<file path="src/rtl/spi_command_decoder.sv">
`default_nettype none
// ============================================================================
// Module   : spi_command_decoder
// Purpose  : Frames SPI bytes into command strobes and streams core values.
//            Optional inter-byte timeout enabled by SPI_CMD_TIMEOUT_EN.
// Revision : 1.0  initial release
// ============================================================================
module spi_command_decoder #(
    parameter int INSTRUCTION_WIDTH = 8,
    parameter int ADDRESS_WIDTH     = 24,
    parameter int VALUE_WIDTH       = 32,
    parameter int TIMEOUT_CYCLES    = 1024
) (
    input  logic                         clk,
    input  logic                         rst_n,
    input  logic                         spi_rx_valid,
    input  logic [7:0]                   spi_rx_byte,
    input  logic [VALUE_WIDTH-1:0]       value_from_core,
    output logic [INSTRUCTION_WIDTH-1:0] instruction_bus,
    output logic [ADDRESS_WIDTH-1:0]     address_bus,
    output logic [VALUE_WIDTH-1:0]       value_bus,
    output logic                         cmd_valid,
    output logic                         cmd_error,
    output logic                         busy,
    output logic [7:0]                   spi_tx_byte
);

    localparam int ADDR_BYTES = ADDRESS_WIDTH / 8;
    localparam int VAL_BYTES  = VALUE_WIDTH / 8;
    localparam int ARG_WIDTH  = ADDRESS_WIDTH + VALUE_WIDTH;
    localparam int REM_W      = $clog2(ADDR_BYTES + VAL_BYTES + 1);
    localparam int TXP_W      = (VAL_BYTES > 1) ? $clog2(VAL_BYTES) : 1;

    localparam logic [7:0] OP_WRITE          = 8'h01;
    localparam logic [7:0] OP_READ           = 8'h02;
    localparam logic [7:0] OP_BIND_INTERRUPT = 8'h03;
    localparam logic [7:0] OP_BIND_ADDRESS   = 8'h04;
    localparam logic [7:0] OP_TRANSFER       = 8'h05;
    localparam logic [7:0] OP_REPEAT         = 8'h06;

    typedef enum logic [1:0] {
        ST_IDLE = 2'd0,
        ST_RECV = 2'd1,
        ST_DONE = 2'd2
    } state_t;

    state_t                       state_q,     state_d;
    logic [7:0]                   opcode_q,    opcode_d;
    logic [REM_W-1:0]             remaining_q, remaining_d;
    logic [ARG_WIDTH-1:0]         arg_q,       arg_d;
    logic [INSTRUCTION_WIDTH-1:0] instr_q,     instr_d;
    logic [ADDRESS_WIDTH-1:0]     addr_q,      addr_d;
    logic [VALUE_WIDTH-1:0]       value_q,     value_d;
    logic                         cmd_valid_q, cmd_valid_d;
    logic                         cmd_error_q, cmd_error_d;
    logic [7:0]                   tx_byte_q,   tx_byte_d;
    logic [TXP_W-1:0]             tx_ptr_q,    tx_ptr_d;
    logic [VALUE_WIDTH-1:0]       snap_q,      snap_d;

`ifdef SPI_CMD_TIMEOUT_EN
    localparam int TMO_W = $clog2(TIMEOUT_CYCLES + 1);
    logic [TMO_W-1:0]             tmo_q,       tmo_d;
`endif

    logic [ARG_WIDTH-1:0]         w_arg_shift;
    logic [VALUE_WIDTH-1:0]       w_snap_shifted;
    logic                         w_is_frame_op;

    assign w_arg_shift    = {arg_q[ARG_WIDTH-9:0], spi_rx_byte};
    // Shifting the snapshot left brings byte tx_ptr (0 = MSB) to the top.
    assign w_snap_shifted = snap_q << {tx_ptr_q, 3'b000};
    assign w_is_frame_op  = (spi_rx_byte == OP_WRITE) || (spi_rx_byte == OP_READ) ||
                            (spi_rx_byte == OP_BIND_INTERRUPT) ||
                            (spi_rx_byte == OP_BIND_ADDRESS);

    always_ff @(posedge clk or negedge rst_n) begin
        if (!rst_n) begin
            state_q     <= ST_IDLE;
            opcode_q    <= '0;
            remaining_q <= '0;
            arg_q       <= '0;
            instr_q     <= '0;
            addr_q      <= '0;
            value_q     <= '0;
            cmd_valid_q <= 1'b0;
            cmd_error_q <= 1'b0;
            tx_byte_q   <= '0;
            tx_ptr_q    <= '0;
            snap_q      <= '0;
`ifdef SPI_CMD_TIMEOUT_EN
            tmo_q       <= '0;
`endif
        end else begin
            state_q     <= state_d;
            opcode_q    <= opcode_d;
            remaining_q <= remaining_d;
            arg_q       <= arg_d;
            instr_q     <= instr_d;
            addr_q      <= addr_d;
            value_q     <= value_d;
            cmd_valid_q <= cmd_valid_d;
            cmd_error_q <= cmd_error_d;
            tx_byte_q   <= tx_byte_d;
            tx_ptr_q    <= tx_ptr_d;
            snap_q      <= snap_d;
`ifdef SPI_CMD_TIMEOUT_EN
            tmo_q       <= tmo_d;
`endif
        end
    end

    always_comb begin
        state_d     = state_q;
        opcode_d    = opcode_q;
        remaining_d = remaining_q;
        arg_d       = arg_q;
        instr_d     = instr_q;
        addr_d      = addr_q;
        value_d     = value_q;
        cmd_valid_d = 1'b0;
        cmd_error_d = 1'b0;
        tx_byte_d   = tx_byte_q;
        tx_ptr_d    = tx_ptr_q;
        snap_d      = snap_q;
`ifdef SPI_CMD_TIMEOUT_EN
        tmo_d       = tmo_q;
`endif

        case (state_q)
            ST_RECV: begin
                if (spi_rx_valid) begin
                    arg_d       = w_arg_shift;
                    remaining_d = remaining_q - 1'b1;
`ifdef SPI_CMD_TIMEOUT_EN
                    tmo_d       = '0;
`endif
                    if (remaining_q == REM_W'(1)) begin
                        state_d     = ST_DONE;
                        cmd_valid_d = 1'b1;
                        instr_d     = INSTRUCTION_WIDTH'(opcode_q);
                        if (opcode_q == OP_WRITE) begin
                            addr_d  = w_arg_shift[ARG_WIDTH-1 -: ADDRESS_WIDTH];
                            value_d = w_arg_shift[VALUE_WIDTH-1:0];
                        end else begin
                            addr_d  = w_arg_shift[ADDRESS_WIDTH-1:0];
                            value_d = '0;
                        end
                    end
                end
`ifdef SPI_CMD_TIMEOUT_EN
                else if (tmo_q == TMO_W'(TIMEOUT_CYCLES - 1)) begin
                    state_d     = ST_IDLE;
                    cmd_error_d = 1'b1;
                    tmo_d       = '0;
                end else begin
                    tmo_d = tmo_q + 1'b1;
                end
`endif
            end

            // DONE lasts one cycle and accepts a new opcode exactly like IDLE.
            default: begin
                state_d = ST_IDLE;
                if (spi_rx_valid) begin
                    if (w_is_frame_op) begin
                        state_d     = ST_RECV;
                        opcode_d    = spi_rx_byte;
                        arg_d       = '0;
                        remaining_d = (spi_rx_byte == OP_WRITE) ?
                                      REM_W'(ADDR_BYTES + VAL_BYTES) : REM_W'(ADDR_BYTES);
`ifdef SPI_CMD_TIMEOUT_EN
                        tmo_d       = '0;
`endif
                    end else if (spi_rx_byte == OP_TRANSFER) begin
                        if (tx_ptr_q == '0) begin
                            snap_d    = value_from_core;
                            tx_byte_d = value_from_core[VALUE_WIDTH-1 -: 8];
                        end else begin
                            tx_byte_d = w_snap_shifted[VALUE_WIDTH-1 -: 8];
                        end
                        tx_ptr_d = (tx_ptr_q == TXP_W'(VAL_BYTES - 1)) ? '0 : tx_ptr_q + 1'b1;
                    end else if (spi_rx_byte == OP_REPEAT) begin
                        tx_ptr_d = '0;
                    end else begin
                        cmd_error_d = 1'b1;
                    end
                end
            end
        endcase
    end

    assign instruction_bus = instr_q;
    assign address_bus     = addr_q;
    assign value_bus       = value_q;
    assign cmd_valid       = cmd_valid_q;
    assign cmd_error       = cmd_error_q;
    assign busy            = (state_q == ST_RECV);
    assign spi_tx_byte     = tx_byte_q;

endmodule
`default_nettype wire

</file>
<file path="config.mk">
export PLATFORM = sky130hd
export DESIGN_NAME = spi_command_decoder
export DESIGN_NICKNAME = d
export VERILOG_FILES = /design/src/rtl/spi_command_decoder.sv
export SDC_FILE = /design/constraint.sdc
export NUM_CORES = 1
export LEC_CHECK = 0
export ABC_AREA = 1
export BUFFER_PORTS_ARGS = -buffer_cell sky130_fd_sc_hd__buf_2
export CAP_MARGIN = 5
export CORE_ASPECT_RATIO = 1.1
export CORE_MARGIN = 1
export CORE_UTILIZATION = 50
export DETAILED_ROUTE_END_ITERATION = 8
export HOLD_SLACK_MARGIN = 0.08
export MAX_ROUTING_LAYER = met4
export PLACE_DENSITY = 0.72
export RECOVER_POWER = 100
export SLEW_MARGIN = 20
export SYNTH_ARGS = -nofsm -noshare
export SYNTH_HDL_FRONTEND = slang
export SYNTH_SLANG_ARGS = --single-unit
</file>
<file path="constraint.sdc">
create_clock -name clk -period 2.9 [get_ports clk]
set_input_delay 0.58 -clock clk [delete_from_list [all_inputs] [get_ports clk]]
set_output_delay 0.58 -clock clk [all_outputs]
set_load 0.02 [all_outputs]
</file>
==> reports/results.ini <==
[logic_synthesis]
synthCells=808
async_flop_share_pct=100
ys_ff_latch=169
synth.top_cell.area_share_pct=59.3
syn-num-nets=855
synth_warnings=0
yosysMostFrequentCell=nand2_1
synthTopCellsByArea=dfrtp_1 59%, nand2_1 15%, o22ai_1 4.2%
yosys-top-cells-count=294 x nand2_1, 169 x dfrtp_1, 73 x inv_1
synth_edf_count=0
synthDistinctLibCells=26
syn_avg_cell_area_sq_um=8.83
synth_flop_cell=dfrtp_1
synth_area_sq_um=7130
ys_seq_area_share_pct=59.3
netlist.top_cell.by_area=dfrtp_1

[global_route]
grt_util_all_layers_pct=26.1
grt_pass1_vias=5485
grt_pass1_wl_um=28300
grt-ovfl-total=0
antenna_found_initial=0
grt_max_degree=81

[sta]
min_period_ps=2330
whs_ps=366
min_period_over_period_pct=80.4
setup_viol=0
fin_skew_ps=8.28
rsz0062_at_grt=false
fmax_mhz=429
maxSlewViolCount=68
slew_headroom_pct=-13.8
worst_slew_pin_slew_ps=1710
setup_tns_ps=0
finalHoldViolations=0

[clocking]
hold_buffers=0
cts.sinks=169
clock_path_buffers=2
postCtsSetupBuffers=0
tritoncts=built
cts-buffers-inserted=17
h-tree-depth=4
cts_resized=0
clk_pin_slew_ps=60
cts_root_buf=clkbuf_16
clk_latency_ps=430

[routing]
num_vias=5743
antenna_left=0
wl_per_cell_um=15.5
drtPass1Iterations=5
via_per_inst=5.16
wl_um=17300
drc=0
drtIter0Drc=464

[layout]
drive_above_1_share_pct=9.96
antenna_cells=0
final_cells=1112
fin_area_sq_um=8340
layout.nets=958
area_delta_synth_final_pct=16.9

[critical_path]
path_delay_family=simple AND/OR/NAND/NOR gates
arrival_ps=2660
crit_slowest_cell=clkbuf_2
crit_chain=nor2_1, nand2_1, clkbuf_2, o31ai_1
critPathCaptureType=flop
required_ps=3220
start_kind=flop
path_class=flop to flop
cp_max_fo=53
cp_num_buf_inv=1
slowest_delay_ps=640
r2r_setup_slack_ps=570

[power_and_ir_drop]
ir_drop_v=0.000491
power_mw=7.35
powerDensity_nw_per_um2=881
p_leak_nw=4.24

[floorplanning]
core-area_sq_um=13900
die_x_um=116
rows=45
ios=118
initial_core_util_pct=51.5
die_area_sq_um=14700
fp.dieH_um=127

[placement]
portBuffers=117
dpl.cell_count=1080
placed_cell_area_sq_um=7870
gp_congestion=0.852
hpwl_um=11700

[run_status]
outcome=finished, violations left
violations=capacitance limit, slew limit

[worst_hold_path]
min_path_type=primary input to flop

[flow_run]
maxCapViolCount=1

==> layer usage <==
layer | up-vias | wire length [um] | GRT usage, % | part of all wire [%]
li1 | 2826 | - | - | -
met1 | 2712 | 7720 | 34.6 | 45
met2 | 176 | 8120 | 38.9 | 47
met3 | 29 | 1010 | 6.64 | 5.8
met4 | 0 | 408 | 9.65 | 2.4
met5 | - | 0 | - | 0
==> cells by family (layout without fill, tap and decap cells) <==
family,count (synthesis),in the layout,share of synthesized area [%]
DFF,169,169,59.3
AOI/OAI and AO/OA,129,129,11.1
adders and majority gates,4,4,0.702
xor gates and xnor gates,1,1,0.123
and+or+nand+nor,379,379,21.5
buffers and inverters,126,242,7.33
==> placed cells by master, fill, tap and decap left out <==
master      Yosys  routed
a21oi_1         2       2
bufinv_16       0       3
o22ai_1        48      48
a31oi_1         1       1
inv_2           3       3
nand4_1         3       3
o31ai_1        32      32
nor2_4          1       1
clkbuf_2        0       6
o21ai_0        45      45
nand3_2         1       1
inv_6           0       1
clkinv_1        3       3
nand2_2         1       1
nor2_1         14      15
nor3_1          4       4
dfrtp_1       169     169
ha_1            4       4
nand2_1       294     294
clkinv_4        0       2
inv_1          73      73
a211oi_1        1       1
clkbuf_8        0       2
clkinvlp_4      0       2
buf_2          16      41
clkinv_2        0       2
clkbuf_16       0      17
nand3_1        58      58
buf_4           2       7
clkbuf_1       22      79
buf_12          0       1
nor2_2          3       2
xnor2_1         1       1
==> report_power, final <==
group | leakage (nW) | switching, mW | internal [mW]
Sequential | 2.24 | 0.266 | 2.95
Clock | 0.291 | 0.928 | 1.40
Combinational | 1.71 | 1.28 | 0.527
==> flip-flops by register name, summed over array words and instances (netlist names) <==
signal	count
value_bus	32
spi_tx_byte	8
cmd_error	1
state_q	2
cmd_valid	1
opcode_q	8
remaining_q	3
snap_q	32
address_bus	24
arg_q	48
tx_ptr_q	2
instruction_bus	8
==> final timing paths <==
check,end,startpoint,cells after the start
setup / recovery,value_bus[26],state_q[1],4
hold / removal,snap_q[14],value_from_core[14],3
setup reg to reg,value_bus[26],state_q[1],4
hold reg to reg,address_bus[21],address_bus[21],2
max in group asynchronous,snap_q[26],rst_n,2
min in group asynchronous,value_bus[30],rst_n,1
==> area by class of cell <==
cell class | count | area (sq um)
Multi-Input combinational cell | 513 | 2380
Timing Repair Buffer | 131 | 593
Clock buffer | 22 | 464
Sequential cell | 169 | 4230
Inverter | 79 | 297
Tap cell | 188 | 235
Clock inverter | 10 | 141
Fill cell | 1303 | 5510
==> through the flow <==
stage | worst slack (ps) | util (%)
floorplan | 1150 | -
global placement | 688 | 56.8
detailed placement | 655 | 56.8
CTS | 679 | 61.2
global route | 286 | 60.2
finish | 567 | 60.2
==> worst register-to-register path: cells and delay by family (launching register included) <==
kind,cells,cell delay (ps)
AND/OR/NAND/NOR,2,730
buffers and inverters,1,640
AO/OA/AOI/OAI,1,500
flip-flops,1,360
(Power assumes the default switching activity.)
